$ cat config.mk
export PLATFORM = sky130hd
export DESIGN_NAME = piso_shift_reg_flat
export DESIGN_NICKNAME = d
export VERILOG_FILES = /design/src/rtl/piso_shift_reg_if.sv /design/src/rtl/piso_shift_reg.sv /design/src/flat_wrapper.sv
export SDC_FILE = /design/constraint.sdc
export NUM_CORES = 1
export LEC_CHECK = 0
export ABC_CLOCK_PERIOD_IN_PS = 2300
export BUFFER_PORTS_ARGS = -buffer_cell sky130_fd_sc_hd__buf_2
export CAP_MARGIN = 40
export CELL_PAD_IN_SITES_DETAIL_PLACEMENT = 1
export CELL_PAD_IN_SITES_GLOBAL_PLACEMENT = 1
export CORE_AREA = 10 10 47 49
export CTS_BUF_LIST = sky130_fd_sc_hd__clkbuf_8
export DETAILED_ROUTE_END_ITERATION = 10
export DIE_AREA = 0 0 57 59
export GPL_TIMING_DRIVEN = 0
export PLACE_DENSITY_LB_ADDON = 0.1
export RECOVER_POWER = 50
export SLEW_MARGIN = 20
export SYNTH_ARGS = -nofsm -noshare
export SYNTH_HDL_FRONTEND = slang
export SYNTH_SLANG_ARGS = --single-unit
$ cat constraint.sdc
create_clock -name Clk -period 2.3 [get_ports Clk]
set_input_delay 0.115 -clock Clk [delete_from_list [all_inputs] [get_ports Clk]]
set_output_delay 0.115 -clock Clk [all_outputs]
set_load 0.005 [all_outputs]
$ cat src/rtl/piso_shift_reg_if.sv
// Parallel-side handshake and serial-side output bundle for piso_shift_reg.
// The master drives Load/Din and observes the serial stream; the slave is the shifter.
interface piso_shift_reg_if #(
  parameter int unsigned WIDTH = 4
);
  logic             Load;
  logic [WIDTH-1:0] Din;
  logic             Ready;
  logic             Sout;
  logic             Sout_valid;
  logic             Done;

  modport master (
    output Load,
    output Din,
    input  Ready,
    input  Sout,
    input  Sout_valid,
    input  Done
  );

  modport slave (
    input  Load,
    input  Din,
    output Ready,
    output Sout,
    output Sout_valid,
    output Done
  );
endinterface

$ cat src/rtl/piso_shift_reg.sv
// Parallel-in/serial-out shift register, MSB first, with a valid/ready word handshake.
// A word accepted at edge k has its MSB on Sout in the following cycle; a new word may be
// accepted during the final-bit cycle so back-to-back words stream without a gap.
// Optional feature: define PISO_PARITY_EN to append an even-parity bit after the LSB.
module piso_shift_reg #(
  parameter int unsigned WIDTH = 4
) (
  input logic             Clk,
  input logic             Rst,
  piso_shift_reg_if.slave bus
);

`ifdef PISO_PARITY_EN
  localparam int unsigned NBITS = WIDTH + 1;
`else
  localparam int unsigned NBITS = WIDTH;
`endif
  localparam int unsigned    CntW    = $clog2(WIDTH + 1);
  localparam logic [CntW-1:0] LastCnt = CntW'(NBITS - 1);

  typedef enum logic {StIdle, StShift} state_e;

  state_e           state_q;
  logic [NBITS-1:0] shreg_q;
  logic [CntW-1:0]  cnt_q;
  logic [NBITS-1:0] load_word;
  logic             last_bit;
  logic             accept;

  assign last_bit = (state_q == StShift) && (cnt_q == LastCnt);

  // Parity is folded into the shift register so it falls out after the LSB for free.
`ifdef PISO_PARITY_EN
  assign load_word = {bus.Din, ^bus.Din};
`else
  assign load_word = bus.Din;
`endif

  // Ready depends only on registered state, never on Load.
  assign bus.Ready = (state_q == StIdle) || last_bit;
  assign accept    = bus.Load && bus.Ready;

  // State, shift register and bit counter; reset or abort returns everything to idle.
  always_ff @(posedge Clk) begin
    if (Rst) begin
      state_q <= StIdle;
      shreg_q <= '0;
      cnt_q   <= '0;
    end else if (accept) begin
      state_q <= StShift;
      shreg_q <= load_word;
      cnt_q   <= '0;
    end else if (last_bit) begin
      state_q <= StIdle;
      shreg_q <= '0;
      cnt_q   <= '0;
    end else if (state_q == StShift) begin
      shreg_q <= {shreg_q[NBITS-2:0], 1'b0};
      cnt_q   <= cnt_q + CntW'(1);
    end
  end

  // Serial outputs decode registered state only, so Din/Load cannot glitch them.
  always_comb begin
    bus.Sout       = (state_q == StShift) && shreg_q[NBITS-1];
    bus.Sout_valid = (state_q == StShift);
    bus.Done       = last_bit;
  end

endmodule

$ cat src/flat_wrapper.sv
// flat-port wrapper written by rule: the top's interface ports become plain ports
module piso_shift_reg_flat 
#(
  parameter int unsigned WIDTH = 4
)
  (Clk, Rst, bus_Load, bus_Din, bus_Ready, bus_Sout, bus_Sout_valid, bus_Done);
  piso_shift_reg_if #(.WIDTH(WIDTH)) bus_i ();
  input logic Clk;
  input logic Rst;
  input wire logic [$bits(bus_i.Load)-1:0] bus_Load;
  input wire logic [$bits(bus_i.Din)-1:0] bus_Din;
  output wire logic [$bits(bus_i.Ready)-1:0] bus_Ready;
  output wire logic [$bits(bus_i.Sout)-1:0] bus_Sout;
  output wire logic [$bits(bus_i.Sout_valid)-1:0] bus_Sout_valid;
  output wire logic [$bits(bus_i.Done)-1:0] bus_Done;
  assign bus_i.Load = bus_Load;
  assign bus_i.Din = bus_Din;
  assign bus_Ready = bus_i.Ready;
  assign bus_Sout = bus_i.Sout;
  assign bus_Sout_valid = bus_i.Sout_valid;
  assign bus_Done = bus_i.Done;
  piso_shift_reg #(.WIDTH(WIDTH)) u_core (.Clk(Clk), .Rst(Rst), .bus(bus_i));
endmodule
==> results.yml, run 1 <==
clocking:
  insertion_delay_ns: 0.23
  clock_path_buffers: 2
  cts-hold-fix-buffers: 0
  clkTransAtPathRegs_ns: 0.04
  cts_resized: 0
  post-cts-setup-buffers: 0
  clock-sinks: 8
  numCtsBuffers: 3
  cts_root_buf: "clkbuf_8"
  cts_tree: "yes"
  htreeDepth: 1
floorplan:
  core_mm2: 0.00140
  die_area_mm2: 0.00336
  dieWidth_um: 57
  die_h_um: 59
  row_count: 14
  io_pins: 11
  start_util: 0.322
logic_synthesis:
  synthTopCellsByArea: "dfxtp_1, a211oi_2, nor2_1"
  seq_area_frac_synth: 0.355
  syn_avg_cell_area_um2: 8.86
  yosys.area.top_type: "dfxtp_1"
  ys_types: 21
  syn_area_um2: 452
  synth_nets: 60
  synthCells: 51
  synth-seq-cells: 8
  yosys.area.top_type_share: 0.355
  synth_warnings: 0
place:
  io_buffers: 8
  dp_hpwl_um: 837
  dp_cells: 75
  gp_congestion: 0.659
  post_dp_cell_area_um2: 512
global_routing:
  grt_max_degree: 11
  grt_pass1_wl_mm: 1.93
  grt_use_total: 0.0747
  grt_pass1_vias: 408
  antenna_found_initial: 0
  globalRoute.totalOverflow: 0
timing:
  rsz0062_at_grt: "false"
  setup_viol: 0
  finalCriticalPeriod_ns: 1.81
  worst_hold_slack_ns: 0.245
  fin_crit_sh: 0.788
  setup_tns_ns: 0
  tightest_slew_ns: 0.475
  max_freq_ghz: 0.552
  slew_headroom: 0.683
  fin_worst_skew_ns: 0.00186
  hold_viol_final: 0
  slew_violations: 0
layout:
  area_delta_synth_final_pct: 19.7
  postLayoutCellArea_um2: 541
  drive_gt1_frac: 0.242
  final_cells: 78
  final_util: 0.386
  layout.nets: 73
  diodes: 0
detailed_routing:
  drc: 0
  drt_iter0_drc: 1
  num_vias: 385
  wl_per_cell_um: 14.9
  drtPass1Iterations: 3
  wl_mm: 1.17
  ant_nets: 0
  via_per_inst: 4.94
pwr:
  leakagePower_nw: 0.242
  ir_worst_vdd_mv: 0.341
  powerDensity_mw_per_mm2: 684
setup_path:
  crit_buf_inv: 2
  setup.worst_path.class: "reg -> out"
  path_cells: "ha_1, ha_1, nor2b_1, inv_1, buf_2"
  slowest_stage: "nor2b_1"
  crit_arrival_ns: 1.70
  crit_top_cell: "ha_1"
  startpoint_type: "flip-flop"
  critPathTopFamily: "adder cells"
  required_ns: 2.18
  max_stage_delay_ns: 0.43
  critPathCaptureType: "primary output"
  critPathMaxFanout: 8
hold_path:
  hold_path_class: "in -> reg"
job:
  drv_cap: 0
run_status:
  outcome: "finished clean"
-- where the power goes --
part           leakage (nW)  switching, mW  internal [mW]
registers            0.0659        0.00638          0.148
clock network        0.0216         0.0523          0.113
logic                 0.155         0.0275         0.0227
total                 0.242         0.0861          0.284
-- placed cells by master, fill, tap and decap left out, drive strengths merged, types with 2 or more instances in the layout --
cell type,Yosys,layout
and2,2,2
mux2i,2,2
nor3,3,3
a211oi,3,3
buf,3,9
inv,6,6
a32oi,3,3
nor2,8,8
clkbuf,1,6
dfxtp,8,8
ha,2,2
a21o,3,3
-- worst register-to-register path, cell delays in order, from the launching register on --
cell and delay (ns):
dfxtp_1 0.32, ha_1 0.21, ha_1 0.29, nor2b_1 0.43
a32oi_1 0.15, a211oi_2 0.22
-- cell usage after synthesis (all sizes together) --
| cell type | instances |
|---|---|
| and2 | 2 |
| a21o | 3 |
| a211oi | 3 |
| nand2 | 1 |
| nor3b | 1 |
| buf | 3 |
| a32oi | 3 |
| dfxtp | 8 |
| nor2b | 1 |
| ha | 2 |
| nor3 | 3 |
| nand3 | 1 |
| nor2 | 8 |
| o32a | 1 |
| clkbuf | 1 |
| a21oi | 1 |
| inv | 6 |
| mux2i | 2 |
| o21a | 1 |
-- metal layers --
layer	up-vias	share of wire	track usage	wire length [µm]
met5	-	0	0	0
met1	178	0.42	0.0795	493
met2	9	0.52	0.122	601
met3	0	0.061	0.0322	71
met4	0	0	0.0403	0
li1	198	-	-	-
-- worst paths after layout --
check / start / endpoint / cells after the start / slack (ns)
setup / recovery: u_core.cnt_q[0] / bus_Ready / 5 / 0.49
setup reg to reg: u_core.cnt_q[0] / u_core.shreg_q[1] / 5 / 0.60
hold reg to reg: u_core.cnt_q[0] / u_core.cnt_q[0] / 2 / 0.56
hold / removal: bus_Din[0] / u_core.shreg_q[0] / 4 / 0.25
-- cell families after synthesis --
family / synth area share
buf+inv: 0.111
simple gates: 0.194
flops: 0.355
compound gates: 0.241
fa+ha+maj: 0.0554
mux: 0.0443
-- layout make-up --
cell class,instances,area [µm²]
Fill cell,185,861
Multi-Input combinational cell,33,234
Sequential cell,8,160
Clock buffer,3,41.3
Timing Repair Buffer,8,38.8
Buffer,4,23.8
Inverter,6,22.5
Tap cell,16,20.0
-- stage by stage --
step | setup WS, ns | power, mW
after floorplan | 1.05 | 0.193
after global placement | 0.878 | 0.209
after detailed placement | 0.853 | 0.210
after CTS | 0.677 | 0.382
after global routing | 0.330 | 0.399
final | 0.487 | 0.370
-- registers in the layout (all words and copies together), names as in the netlist --
signal and count:
u_core.shreg_q 4, u_core.bus.Sout_valid 1, u_core.cnt_q 3
No activity file was read; power rests on OpenSTA's default activity.
==> run 2, diff against run 1 <==
--- a/config.mk
+++ b/config.mk
@@ -5,7 +5,7 @@
 export SDC_FILE = /design/constraint.sdc
 export NUM_CORES = 1
 export LEC_CHECK = 0
-export ABC_CLOCK_PERIOD_IN_PS = 2300
+export ABC_CLOCK_PERIOD_IN_PS = 1700
 export BUFFER_PORTS_ARGS = -buffer_cell sky130_fd_sc_hd__buf_2
 export CAP_MARGIN = 40
 export CELL_PAD_IN_SITES_DETAIL_PLACEMENT = 1
==> constraint.sdc (replaced) <==
create_clock -name Clk -period 1.7 [get_ports Clk]
set_input_delay 0.085 -clock Clk [delete_from_list [all_inputs] [get_ports Clk]]
set_output_delay 0.085 -clock Clk [all_outputs]
set_load 0.005 [all_outputs]
==> results.yml, run 2 (synthesized netlist as in run 1, its figures left out) <==
run_status:
  outcome: "finished clean"
floorplan:
  row_count: 14
  die_h_um: 59
  io_pins: 11
  die_area_mm2: 0.00336
  dieWidth_um: 57
  core_mm2: 0.00140
  start_util: 0.322
layout:
  layout.nets: 73
  largest_reg_flops: 4
  postLayoutCellArea_um2: 548
  regMostFlops: "u_core.shreg_q"
  final_cells: 78
  area_delta_synth_final_pct: 21.3
  drive_gt1_frac: 0.258
  final_cell_mix: "nor2_1, dfxtp_1, buf_2, inv_1"
  final_util: 0.391
  diodes: 0
detailed_routing:
  wl_per_cell_um: 14.8
  num_vias: 391
  via_per_inst: 5.01
  ant_nets: 0
  drc: 0
  wl_mm: 1.15
  drtPass1Iterations: 2
  drt_iter0_drc: 1
place:
  post_dp_cell_area_um2: 512
  dp_hpwl_um: 837
  io_buffers: 8
  pre_cts_ws_ns: 0.253
  gp_congestion: 0.659
  dp_cells: 75
hold_path:
  hold_path_class: "in -> reg"
  worstHoldEndpoint: "u_core.shreg_q[0]"
  hold_depth: 4
  hp-start: "bus_Din[0]"
setup_path:
  r2r_start: "u_core.cnt_q[0]"
  slowest_stage: "dfxtp_1"
  path_cells: "ha_1, ha_1, nor2b_4, inv_1, buf_2"
  r2r_setup_slack_ns: 0.22
  r2r_end: "u_core.shreg_q[1]"
  crit_top_cell: "ha_1"
  critPathCaptureType: "primary output"
  crit_arrival_ns: 1.49
  r2r_cells: 5
  setup.worst_path.class: "reg -> out"
  required_ns: 1.62
  critPathMaxFanout: 8
  startpoint_type: "flip-flop"
  max_stage_delay_ns: 0.32
timing:
  finalWorstSetupSlack_ns: 0.128
  finalCriticalPeriod_ns: 1.57
  rsz0062_at_grt: "false"
  fin_crit_sh: 0.925
  max_freq_ghz: 0.636
  setup_tns_ns: 0
  slew_violations: 0
  tightest_slew_ns: 0.426
  hold_viol_final: 0
  slew_headroom: 0.716
  fin_worst_skew_ns: 0.00182
  setup_viol: 0
clocking:
  clock-sinks: 8
  cts_tree: "yes"
  htreeDepth: 1
  insertion_delay_ns: 0.23
  post-cts-setup-buffers: 0
  cts_root_buf: "clkbuf_8"
  cts-hold-fix-buffers: 0
  numCtsBuffers: 3
  clock_path_buffers: 2
  clkTransAtPathRegs_ns: 0.04
  cts_resized: 0
pwr:
  power.internal_mw: 0.385
  switching_share: 0.232
  pwr-share-comb: 0.138
  powerDensity_mw_per_mm2: 915
  clkPwrFrac: 0.446
  ir_worst_vdd_mv: 0.462
  power.switching_mw: 0.116
  p_seq_frac: 0.416
  leakagePower_nw: 0.246
job:
  drv_cap: 0
global_routing:
  grt_max_degree: 11
  grt_pass1_vias: 408
  globalRoute.totalOverflow: 0
  antenna_found_initial: 0
  grt_use_total: 0.0747
  grt_pass1_wl_mm: 1.93
==> run 2: cell counts in the layout (fill, tap and decap cells not counted) <==
Identical to the previous run, type by type.
==> run 2: worst max-delay path: cells and delay by family, from the launching register on <==
kind | cells | cell delay, ns
fa+ha+maj | 2 | 0.52
buf+inv | 2 | 0.18
simple gates | 1 | 0.23
flops | 1 | 0.32
==> run 2: worst max-delay path by stage <==
stage | to | slack (ns) | from | cells past startpoint
2_1_floorplan | u_core.shreg_q[1] | 0.45 | u_core.cnt_q[0] | 5
3_3_place_gp | u_core.shreg_q[2] | 0.28 | u_core.cnt_q[0] | 5
3_5_place_dp | u_core.shreg_q[2] | 0.25 | u_core.cnt_q[0] | 5
4_1_cts | bus_Ready | 0.11 | u_core.cnt_q[0] | 5
5_1_grt | bus_Ready | 0.03 | u_core.cnt_q[0] | 5
6_report | bus_Ready | 0.13 | u_core.cnt_q[0] | 5
==> run 2: area by class of cell <==
cell class | count | area (µm²)
clock buffers | 3 | 41.3
fillers | 185 | 853
multi-input cells | 33 | 241
plain buffers | 4 | 23.8
flip-flops and latches | 8 | 160
inverters | 6 | 22.5
repair buffers | 8 | 38.8
well taps | 16 | 20.0
==> run 2: per-layer routing <==
metal / vias up / wire, µm / global-route usage
met5: - / 0 / 0
met4: 0 / 0 / 0.0403
met3: 0 / 71 / 0.0322
met2: 9 / 601 / 0.122
met1: 181 / 480 / 0.0795
li1: 201 / - / -
==> run 2: power groups by stage <==
| stage | registers, mW | logic (mW) | clock network (mW) |
|---|---|---|---|
| final | 0.209 | 0.0692 | 0.224 |
| after global routing | 0.210 | 0.0790 | 0.253 |
| after CTS | 0.208 | 0.0732 | 0.235 |
| after detailed placement | 0.212 | 0.0724 | 0 |
| after global placement | 0.211 | 0.0710 | 0 |
| after floorplan | 0.209 | 0.0513 | 0 |
==> run 2: through the flow <==
| stage | hold WS, ns | total power [mW] |
|---|---|---|
| final | 0.215 | 0.501 |
| after global routing | 0.238 | 0.542 |
| after CTS | 0.218 | 0.517 |
| after detailed placement | 0.453 | 0.284 |
| after global placement | 0.456 | 0.282 |
| after floorplan | 0.328 | 0.261 |
